<file path="src/rtl/uart_tx_fifo_if.sv">
// +----------------------------------------------------------------------+
// | uart_tx_fifo_if: push port and status/serial lines of uart_tx_fifo    |
// | rev 1.0                                                               |
// +----------------------------------------------------------------------+
`default_nettype none

interface uart_tx_fifo_if #(
  parameter int DATA_W = 8,
  parameter int DEPTH  = 16
);
  logic                     wr_en;
  logic [DATA_W-1:0]        wr_data;
  logic                     full;
  logic                     empty;
  logic [$clog2(DEPTH):0]   count;
  logic                     overflow;
  logic                     busy;
  logic                     tx;

  modport master (
    output wr_en, wr_data,
    input  full, empty, count, overflow, busy, tx
  );

  modport slave (
    input  wr_en, wr_data,
    output full, empty, count, overflow, busy, tx
  );
endinterface

`default_nettype wire

</file>
<file path="src/rtl/uart_tx_fifo.sv">
// +----------------------------------------------------------------------+
// | uart_tx_fifo: FIFO-buffered UART transmitter, back-to-back framing    |
// | rev 1.0                                                               |
// +----------------------------------------------------------------------+
`default_nettype none

module uart_tx_fifo #(
  parameter int DATA_W       = 8,
  parameter int CLKS_PER_BIT = 868,
  parameter int DEPTH        = 16,
  parameter int PARITY       = 0,
  parameter int STOP_BITS    = 1
) (
  input  logic            clk,
  input  logic            rst_n,
  uart_tx_fifo_if.slave   bus
);

  localparam int PTR_W = $clog2(DEPTH);
  localparam int CNT_W = PTR_W + 1;
  localparam int BCW   = $clog2(CLKS_PER_BIT);
  localparam int IDX_W = $clog2(DATA_W + 1);

  localparam logic [BCW-1:0]   BIT_LAST  = BCW'(CLKS_PER_BIT - 1);
  localparam logic [IDX_W-1:0] DATA_LAST = IDX_W'(DATA_W - 1);
  localparam logic [IDX_W-1:0] STOP_LAST = IDX_W'(STOP_BITS - 1);
  localparam logic [CNT_W-1:0] CNT_FULL  = CNT_W'(DEPTH);

  typedef enum logic [2:0] {
    S_IDLE  = 3'd0,
    S_START = 3'd1,
    S_DATA  = 3'd2,
    S_PAR   = 3'd3,
    S_STOP  = 3'd4
  } state_t;

  state_t              state_q, state_d;
  logic [BCW-1:0]      bit_cnt_q, bit_cnt_d;
  logic [IDX_W-1:0]    bit_idx_q, bit_idx_d;
  logic [DATA_W-1:0]   shift_q, shift_d;
  logic                par_q, par_d;
  logic [PTR_W-1:0]    rd_ptr_q, rd_ptr_d;
  logic [PTR_W-1:0]    wr_ptr_q, wr_ptr_d;
  logic [CNT_W-1:0]    count_q, count_d;
  logic                full_q, full_d;
  logic                empty_q, empty_d;
  logic                overflow_q, overflow_d;
  logic                busy_q, busy_d;
  logic                tx_q, tx_d;

  logic [DATA_W-1:0]   mem_q [DEPTH];
  logic [DATA_W-1:0]   head;
  logic                push;
  logic                pop;
  logic                bit_last;

  always_comb begin
    push       = bus.wr_en && !full_q;
    head       = mem_q[rd_ptr_q];
    bit_last   = (bit_cnt_q == BIT_LAST);
    pop        = 1'b0;
    state_d    = state_q;
    bit_cnt_d  = bit_cnt_q;
    bit_idx_d  = bit_idx_q;
    shift_d    = shift_q;
    par_d      = par_q;

    case (state_q)
      S_IDLE: begin
        if (!empty_q) pop = 1'b1;
      end
      S_START: begin
        if (bit_last) begin
          bit_cnt_d = '0;
          state_d   = S_DATA;
        end else begin
          bit_cnt_d = bit_cnt_q + 1'b1;
        end
      end
      S_DATA: begin
        if (bit_last) begin
          bit_cnt_d = '0;
          shift_d   = shift_q >> 1;
          if (bit_idx_q == DATA_LAST) begin
            bit_idx_d = '0;
            state_d   = (PARITY != 0) ? S_PAR : S_STOP;
          end else begin
            bit_idx_d = bit_idx_q + 1'b1;
          end
        end else begin
          bit_cnt_d = bit_cnt_q + 1'b1;
        end
      end
      S_PAR: begin
        if (bit_last) begin
          bit_cnt_d = '0;
          bit_idx_d = '0;
          state_d   = S_STOP;
        end else begin
          bit_cnt_d = bit_cnt_q + 1'b1;
        end
      end
      S_STOP: begin
        if (bit_last) begin
          bit_cnt_d = '0;
          if (bit_idx_q == STOP_LAST) begin
            bit_idx_d = '0;
            if (!empty_q) pop = 1'b1;
            else          state_d = S_IDLE;
          end else begin
            bit_idx_d = bit_idx_q + 1'b1;
          end
        end else begin
          bit_cnt_d = bit_cnt_q + 1'b1;
        end
      end
      default: state_d = S_IDLE;
    endcase

    // Parity is latched from the popped word so shifting cannot disturb it.
    if (pop) begin
      shift_d   = head;
      par_d     = (^head) ^ (PARITY == 2);
      bit_cnt_d = '0;
      bit_idx_d = '0;
      state_d   = S_START;
    end

    rd_ptr_d   = rd_ptr_q + PTR_W'(pop);
    wr_ptr_d   = wr_ptr_q + PTR_W'(push);
    count_d    = count_q + CNT_W'(push) - CNT_W'(pop);
    full_d     = (count_d == CNT_FULL);
    empty_d    = (count_d == '0);
    overflow_d = bus.wr_en && full_q;
    busy_d     = (state_d != S_IDLE);

    case (state_d)
      S_START: tx_d = 1'b0;
      S_DATA:  tx_d = shift_d[0];
      S_PAR:   tx_d = par_d;
      default: tx_d = 1'b1;
    endcase
  end

  always_ff @(posedge clk or negedge rst_n) begin
    if (!rst_n) begin
      state_q    <= S_IDLE;
      bit_cnt_q  <= '0;
      bit_idx_q  <= '0;
      shift_q    <= '0;
      par_q      <= 1'b0;
      rd_ptr_q   <= '0;
      wr_ptr_q   <= '0;
      count_q    <= '0;
      full_q     <= 1'b0;
      empty_q    <= 1'b1;
      overflow_q <= 1'b0;
      busy_q     <= 1'b0;
      tx_q       <= 1'b1;
    end else begin
      state_q    <= state_d;
      bit_cnt_q  <= bit_cnt_d;
      bit_idx_q  <= bit_idx_d;
      shift_q    <= shift_d;
      par_q      <= par_d;
      rd_ptr_q   <= rd_ptr_d;
      wr_ptr_q   <= wr_ptr_d;
      count_q    <= count_d;
      full_q     <= full_d;
      empty_q    <= empty_d;
      overflow_q <= overflow_d;
      busy_q     <= busy_d;
      tx_q       <= tx_d;
    end
  end

  // Storage carries no reset; only pointers and occupancy define validity.
  always_ff @(posedge clk) begin
    if (push) mem_q[wr_ptr_q] <= bus.wr_data;
  end

  assign bus.full     = full_q;
  assign bus.empty    = empty_q;
  assign bus.count    = count_q;
  assign bus.overflow = overflow_q;
  assign bus.busy     = busy_q;
  assign bus.tx       = tx_q;

endmodule

`default_nettype wire

</file>
<file path="src/flat_wrapper.sv">
// flat-port wrapper written by rule: the top's interface ports become plain ports
module uart_tx_fifo_flat 
#(
  parameter int DATA_W       = 8,
  parameter int CLKS_PER_BIT = 868,
  parameter int DEPTH        = 16,
  parameter int PARITY       = 0,
  parameter int STOP_BITS    = 1
)
  (clk, rst_n, bus_wr_en, bus_wr_data, bus_full, bus_empty, bus_count, bus_overflow, bus_busy, bus_tx);
  uart_tx_fifo_if #(.DATA_W(DATA_W), .DEPTH(DEPTH)) bus_i ();
  input  logic clk;
  input  logic rst_n;
  input wire logic [$bits(bus_i.wr_en)-1:0] bus_wr_en;
  input wire logic [$bits(bus_i.wr_data)-1:0] bus_wr_data;
  output wire logic [$bits(bus_i.full)-1:0] bus_full;
  output wire logic [$bits(bus_i.empty)-1:0] bus_empty;
  output wire logic [$bits(bus_i.count)-1:0] bus_count;
  output wire logic [$bits(bus_i.overflow)-1:0] bus_overflow;
  output wire logic [$bits(bus_i.busy)-1:0] bus_busy;
  output wire logic [$bits(bus_i.tx)-1:0] bus_tx;
  assign bus_i.wr_en = bus_wr_en;
  assign bus_i.wr_data = bus_wr_data;
  assign bus_full = bus_i.full;
  assign bus_empty = bus_i.empty;
  assign bus_count = bus_i.count;
  assign bus_overflow = bus_i.overflow;
  assign bus_busy = bus_i.busy;
  assign bus_tx = bus_i.tx;
  uart_tx_fifo #(.DATA_W(DATA_W), .CLKS_PER_BIT(CLKS_PER_BIT), .DEPTH(DEPTH), .PARITY(PARITY), .STOP_BITS(STOP_BITS)) u_core (.clk(clk), .rst_n(rst_n), .bus(bus_i));
endmodule
</file>
<file path="config.mk">
export PLATFORM = sky130hd
export DESIGN_NAME = uart_tx_fifo_flat
export DESIGN_NICKNAME = d
export VERILOG_FILES = /design/src/rtl/uart_tx_fifo_if.sv /design/src/rtl/uart_tx_fifo.sv /design/src/flat_wrapper.sv
export SDC_FILE = /design/constraint.sdc
export NUM_CORES = 1
export LEC_CHECK = 0
export ABC_AREA = 1
export CORE_ASPECT_RATIO = 0.6
export CORE_MARGIN = 10
export CORE_UTILIZATION = 56
export DETAILED_ROUTE_END_ITERATION = 10
export GPL_TIMING_DRIVEN = 0
export PLACE_DENSITY = 0.88
export SETUP_SLACK_MARGIN = 0.05
export SYNTH_ARGS = -nofsm -noshare
export SYNTH_HDL_FRONTEND = slang
export SYNTH_SLANG_ARGS = --single-unit
</file>
<file path="constraint.sdc">
create_clock -name clk -period 2.7 [get_ports clk]
set_input_delay 0.405 -clock clk [delete_from_list [all_inputs] [get_ports clk]]
set_output_delay 0.405 -clock clk [all_outputs]
set_load 0.01 [all_outputs]
</file>
### Word level (Yosys, flattened, before mapping)

Memory sizes are Yosys's and may differ from the RTL's.
Cells that the tools add are included.

* add/sub/neg operators: 6
* eq/ne operators: 13
* mux-type cells: 30
* reduce and logical (&&, ||, !) cells: 15

Operators with widths (count)
* 10-bit 2-to-1 mux: 3
* 3-bit 2-to-1 mux: 8
* 4-bit 2-to-1 mux: 6
* 8-bit 2-to-1 mux: 3
* 3-bit one-hot mux with 5 select lines: 1
* 3-bit by 2-bit equality test with 1-bit output, second input constant: 4
* 4-bit one-hot mux with 3 select lines: 1
* 10-bit by 1-bit adder with 10-bit output, second input constant: 1
* 10-bit equality test, second input constant: 1
* 3-bit by 1-bit inequality test with 1-bit output, second input constant: 3
* 4-bit by 1-bit adder with 4-bit output: 2
* 8-bit XOR reduction: 1
* 3-bit by 1-bit equality test with 1-bit output, second input constant: 2
* 1-bit 2-to-1 mux: 6
* 2-bit nonzero test: 3
* 5-bit by 1-bit adder with 5-bit output: 1
* 5-bit equality test, second input constant: 1
* 5-bit zero test: 1
* 5-bit by 1-bit subtractor with 5-bit output: 1
* 4-bit by 1-bit adder with 4-bit output, second input constant: 1
* 4-bit by 3-bit equality test with 1-bit output, second input constant: 1
* 4-bit zero test: 1
* 4-bit AND reduction: 1
* 4-bit nonzero test: 1
* 9 further kinds: 10

* register bits after elaboration: 44
* RAM bits: 128
* input bits: 11
* memories: 1

Memory list
* u_core.mem_q: words 16, bits a word 8, read ports 1, clocked after Yosys merged registers in 0, wr ports 1, RTL line uart_tx_fifo.sv:51 `logic [DATA_W-1:0] mem_q [DEPTH];`

### Logic depth before layout (Yosys ltp)

* word-level depth: 7
* gate-level depth with buffers: 19
* depth with buffers taken out: 18

### Least setup slack after synthesis

Ideal clock, no wire load.

* kind: reg2reg
* start point: register u_core.bit_cnt_q[0]
* end point: register u_core.empty_q (netlist: u_core.bus.empty)
* setup time: 0.068 ns
* data arrival time: 2.912 ns
* path slack: -0.280 ns
* stages on the path, launching flop included: 19
* period minus slack after synthesis: 2.980 ns
* cell sequence: dfrtp_1 -> ha_1 -> inv_1 -> nor3_1 -> nand2_1 -> inv_2 -> nand4_1 -> nand2_1 -> inv_2 -> buf_2 -> nor2_1 -> inv_1 -> nand2_1 -> ha_1 -> inv_1 -> fa_1 -> inv_1 -> or4_1 -> nor2_1

* cells in the longest elaborated chain, start to end: 5

Ends and longest elaborated chain
* start, declared: RTL line uart_tx_fifo.sv:38 `logic [BCW-1:0] bit_cnt_q, bit_cnt_d;`
* start signal, assigned: RTL line uart_tx_fifo.sv:162 `bit_cnt_q <= bit_cnt_d;`
* 10-bit equality test: RTL line uart_tx_fifo.sv:60 `bit_last = (bit_cnt_q == BIT_LAST);`
* 1-bit 2-to-1 mux: RTL line uart_tx_fifo.sv:104 `if (bit_last) begin`
* 1-bit one-hot mux with 2 select lines: RTL line uart_tx_fifo.sv:68 `case (state_q)`
* 5-bit by 1-bit subtractor with 5-bit output: RTL line uart_tx_fifo.sv:131 `count_d = count_q + CNT_W'(push) - CNT_W'(pop);`
* via u_core.count_d[1]: RTL line uart_tx_fifo.sv:44 `logic [CNT_W-1:0] count_q, count_d;`
* 5-bit zero test: RTL line uart_tx_fifo.sv:133 `empty_d = (count_d == '0);`
* via u_core.empty_d: RTL line uart_tx_fifo.sv:46 `logic empty_q, empty_d;`
* end signal, assigned: RTL line uart_tx_fifo.sv:170 `empty_q <= empty_d;`
* end, declared: RTL line uart_tx_fifo.sv:46

The timed path passes the listed nets, and every way through them passes these cells.
A chain may end at the register's enable or synchronous reset.

### Worst setup path in the final report

* start point: register u_core.bit_cnt_q[1]
* end point: register u_core.full_q (netlist: u_core.bus.full)

* cells in the longest elaborated chain, start to end: 5

Ends and longest elaborated chain
* 10-bit equality test: RTL line uart_tx_fifo.sv:60
* 1-bit 2-to-1 mux: RTL line uart_tx_fifo.sv:104
* 1-bit one-hot mux with 2 select lines: RTL line uart_tx_fifo.sv:68
* 5-bit by 1-bit subtractor with 5-bit output: RTL line uart_tx_fifo.sv:131
* via u_core.count_d[1]: RTL line uart_tx_fifo.sv:44
* 5-bit equality test: RTL line uart_tx_fifo.sv:132 `full_d = (count_d == CNT_FULL);`
* via u_core.full_d: RTL line uart_tx_fifo.sv:45 `logic full_q, full_d;`
* end signal, assigned: RTL line uart_tx_fifo.sv:169 `full_q <= full_d;`
* end, declared: RTL line uart_tx_fifo.sv:45

The timed path passes the listed nets, and every way through them passes these cells.

==> out/results.ini <==
[yosys]
netlist.area_leader.share=0.489
synth_fp_nets=829
syn-instance-count=807
ys_types=40
yosysTopAreaCell=edfxtp_1
avgSynthCellArea_um2=9.73
synth_compound_area_frac=0.0370
synth_top_family_by_area=simple AND/OR/NAND/NOR gates
ys.flop_type=edfxtp_1
async_reset_ff_frac=0.256
synth_xor_area_frac=0.0123
synth_fa_ha_area_frac=0.0185
yosys.area_share.simple=0.239
synth.yosys.seq_area_share=0.630
yosys_warnings=0
synthMuxAreaShare=0
syn_area_um2=7850
ys_seq_elements=172
synth_edf_count=128
synth.area.top_cells=edfxtp_1 (49%), dfrtp_1 (13%), nand2_1 (12%), nor2_1 (5.4%), nand3_1 (3.6%)

[sta]
skew_ns=0.00631
finalSetupViolCount=2
fin_crit_sh=1.10
tns_ns=-0.541
final_max_slew_viol_count=0
period_needed_ns=2.98
grt_setup_unrepaired=true
relSlewSlack=0.284
tightest_slew_ns=1.07
clock.fmax_mhz=336
setup_slack_ns=-0.275
final_hold_viol_count=0

[floorplan]
die_y_um=112
start_util=0.573
die_area_um2=19300
row_count=33
dieWidth_um=173
num_io_pins=21
coreArea_um2=13700

[critical_path]
worstPathArrival_ns=3.33
crit_path_end_kind=flip-flop
endpoint=u_core.bus.full
worstSetupStartpointType=flip-flop
worst-path-max-fanout=4
rr_endpoint=u_core.bus.full
crit_path_start=u_core.bit_cnt_q[1]
r2r-start=u_core.bit_cnt_q[1]
setup.worst_path.class=flip-flop to flip-flop
rr_worst_depth=17
worst_ep_required_time_ns=3.06
reg2reg_slack_ns=-0.28

[hold_path]
hp-class=input pin to async pin

[routing]
num_vias=5998
wl_met3_mm=2.31
drt_iter0_markers=791
drc=0
via_per_inst=5.60
wl_per_cell_um=18.3
first_pass_iters=6
m1WireLength_mm=8.75
totalWireLength_mm=19.6
wl_met2_mm=8.08
topRoutingLayerUsed=met4
final_antenna_net_count=0

[job]
cap_violations=0

[clock_tree]
root_buffer=clkbuf_16
cts_sinks=172
path_clk_slew_ns=0.07
h-tree-depth=4
cts.path.max_buffers=2
cts-buffers-inserted=17
clkLatencyLatePin_ns=0.43
cts_tree=built

[grt]
grt_pass1_vias=5571
grt_overflow=0
grt_max_degree=34
antenna_found_initial=0
grt_pass1_wl_mm=30.2
grtUsageTotal=0.200

[layout]
final_nets=889
syn2layout_area_growth_pct=15.6
antenna_cells=0
mostFrequentLayoutCells=nand2_1 (254), edfxtp_1 (128), nor2_1 (108)
drive_gt1_frac=0.148
mostFrequentLayoutCell=nand2_1
fin_area_um2=9080
final_cells=1072

[placed_design]
dp_hpwl_mm=13.1
placed_cell_area_um2=8330
dp.cells=1020
portBuffers=20
routabilityCongestion=0.890

[pwr]
power.leakage_nw=3.87
vdd_drop_max_v=0.000518
p_per_area_nw_per_um2=741
fin_total_pwr_mw=6.73

[status]
violations=setup timing
outcome=finished, violations left

-- worst max-delay path, stage by stage (launching register included) --
cell and delay [ns]:
dfrtp_1 0.42, ha_4 0.17, inv_2 0.04, nor3_2 0.16
nand2_2 0.11, inv_2 0.07, nand4_1 0.10, nand2_2 0.15
inv_4 0.08, nor2_4 0.10, inv_2 0.05, nand2_2 0.07
ha_4 0.13, inv_2 0.04, fa_2 0.53, inv_2 0.04
or4_4 0.53, nor2_2 0.11
-- per-stage QoR --
| step | hold slack (ns) | setup WS [ns] | util |
|---|---|---|---|
| after CTS | 0.390 | -0.264 | 0.656 |
| final | 0.391 | -0.275 | 0.662 |
| after global routing | 0.424 | -0.419 | 0.662 |
| after global placement | 0.467 | -0.485 | 0.606 |
| after detailed placement | 0.303 | -0.537 | 0.607 |
| after floorplan | 0.109 | -0.151 | - |
-- where the power goes --
group	leakage (nW)	internal (mW)	switching, mW
Combinational	1.93	0.447	0.720
Clock	0.246	1.19	1.06
Sequential	1.70	3.17	0.142
-- routing by layer --
| metal | global-route usage | vias to the layer above |
|---|---|---|
| li1 | - | 2751 |
| met5 | 0 | - |
| met4 | 0.0675 | 0 |
| met1 | 0.291 | 2825 |
| met2 | 0.277 | 373 |
| met3 | 0.0584 | 49 |
-- synthesized netlist by cell type, types with 8 or more instances --
master	n
ha_1	10
nand2_1	257
nand2_2	8
inv_2	14
dfrtp_1	42
nor2_1	112
nand3_1	56
xor2_1	8
edfxtp_1	128
a21oi_1	15
buf_2	12
buf_6	9
inv_1	66
o21ai_0	16
-- timing repair --
action	CTS	global route
hold endpoints to repair	11	0
setup endpoints to repair	4	5
resized for setup	15	9
setup buffers	11	9
cloned	0	0
hold buffers	1	0
pin swaps	8	12
-- kinds of logic (layout without fill, tap and decap cells) --
logic type | count (synthesis) | after routing
flip-flops | 172 | 172
AND/OR/NAND/NOR | 455 | 455
buffers and inverters | 107 | 180
adder cells (fa/ha/maj) | 11 | 11
AO/OA/AOI/OAI | 51 | 51
XOR/XNOR | 11 | 11
-- cell type report --
class | instances | area [µm²]
fillers | 992 | 4630
clock inverters | 15 | 116
plain buffers | 23 | 179
multi-input cells | 528 | 2480
well taps | 192 | 240
inverters | 83 | 319
flip-flops and latches | 172 | 4950
repair buffers | 42 | 375
clock buffers | 17 | 425
-- sequential cells by signal, indices dropped and copies added (netlist names) --
| signal | flops |
|---|---|
| u_core.bus.full | 1 |
| u_core.bit_cnt_q | 10 |
| u_core.bus.tx | 1 |
| u_core.shift_q | 8 |
| u_core.bit_idx_q | 4 |
| u_core.bus.overflow | 1 |
| u_core.par_q | 1 |
| u_core.bus.empty | 1 |
| u_core.bus.count | 5 |
| u_core.bus.busy | 1 |
| u_core.mem_q | 128 |
| u_core.state_q | 3 |
| u_core.wr_ptr_q | 4 |
| u_core.rd_ptr_q | 4 |
-- how the worst min path moves through the flow --
stage                               end  slack [ns]              start
floorplan           u_core.bit_cnt_q[0]        0.11              rst_n
global placement      u_core.shift_q[4]        0.47  u_core.shift_q[4]
detailed placement  u_core.bit_cnt_q[9]        0.30              rst_n
CTS                  u_core.rd_ptr_q[0]        0.39              rst_n
global route        u_core.bit_cnt_q[4]        0.42              rst_n
finish               u_core.rd_ptr_q[0]        0.39              rst_n
Note: power is estimated with default switching activity, not from simulation.
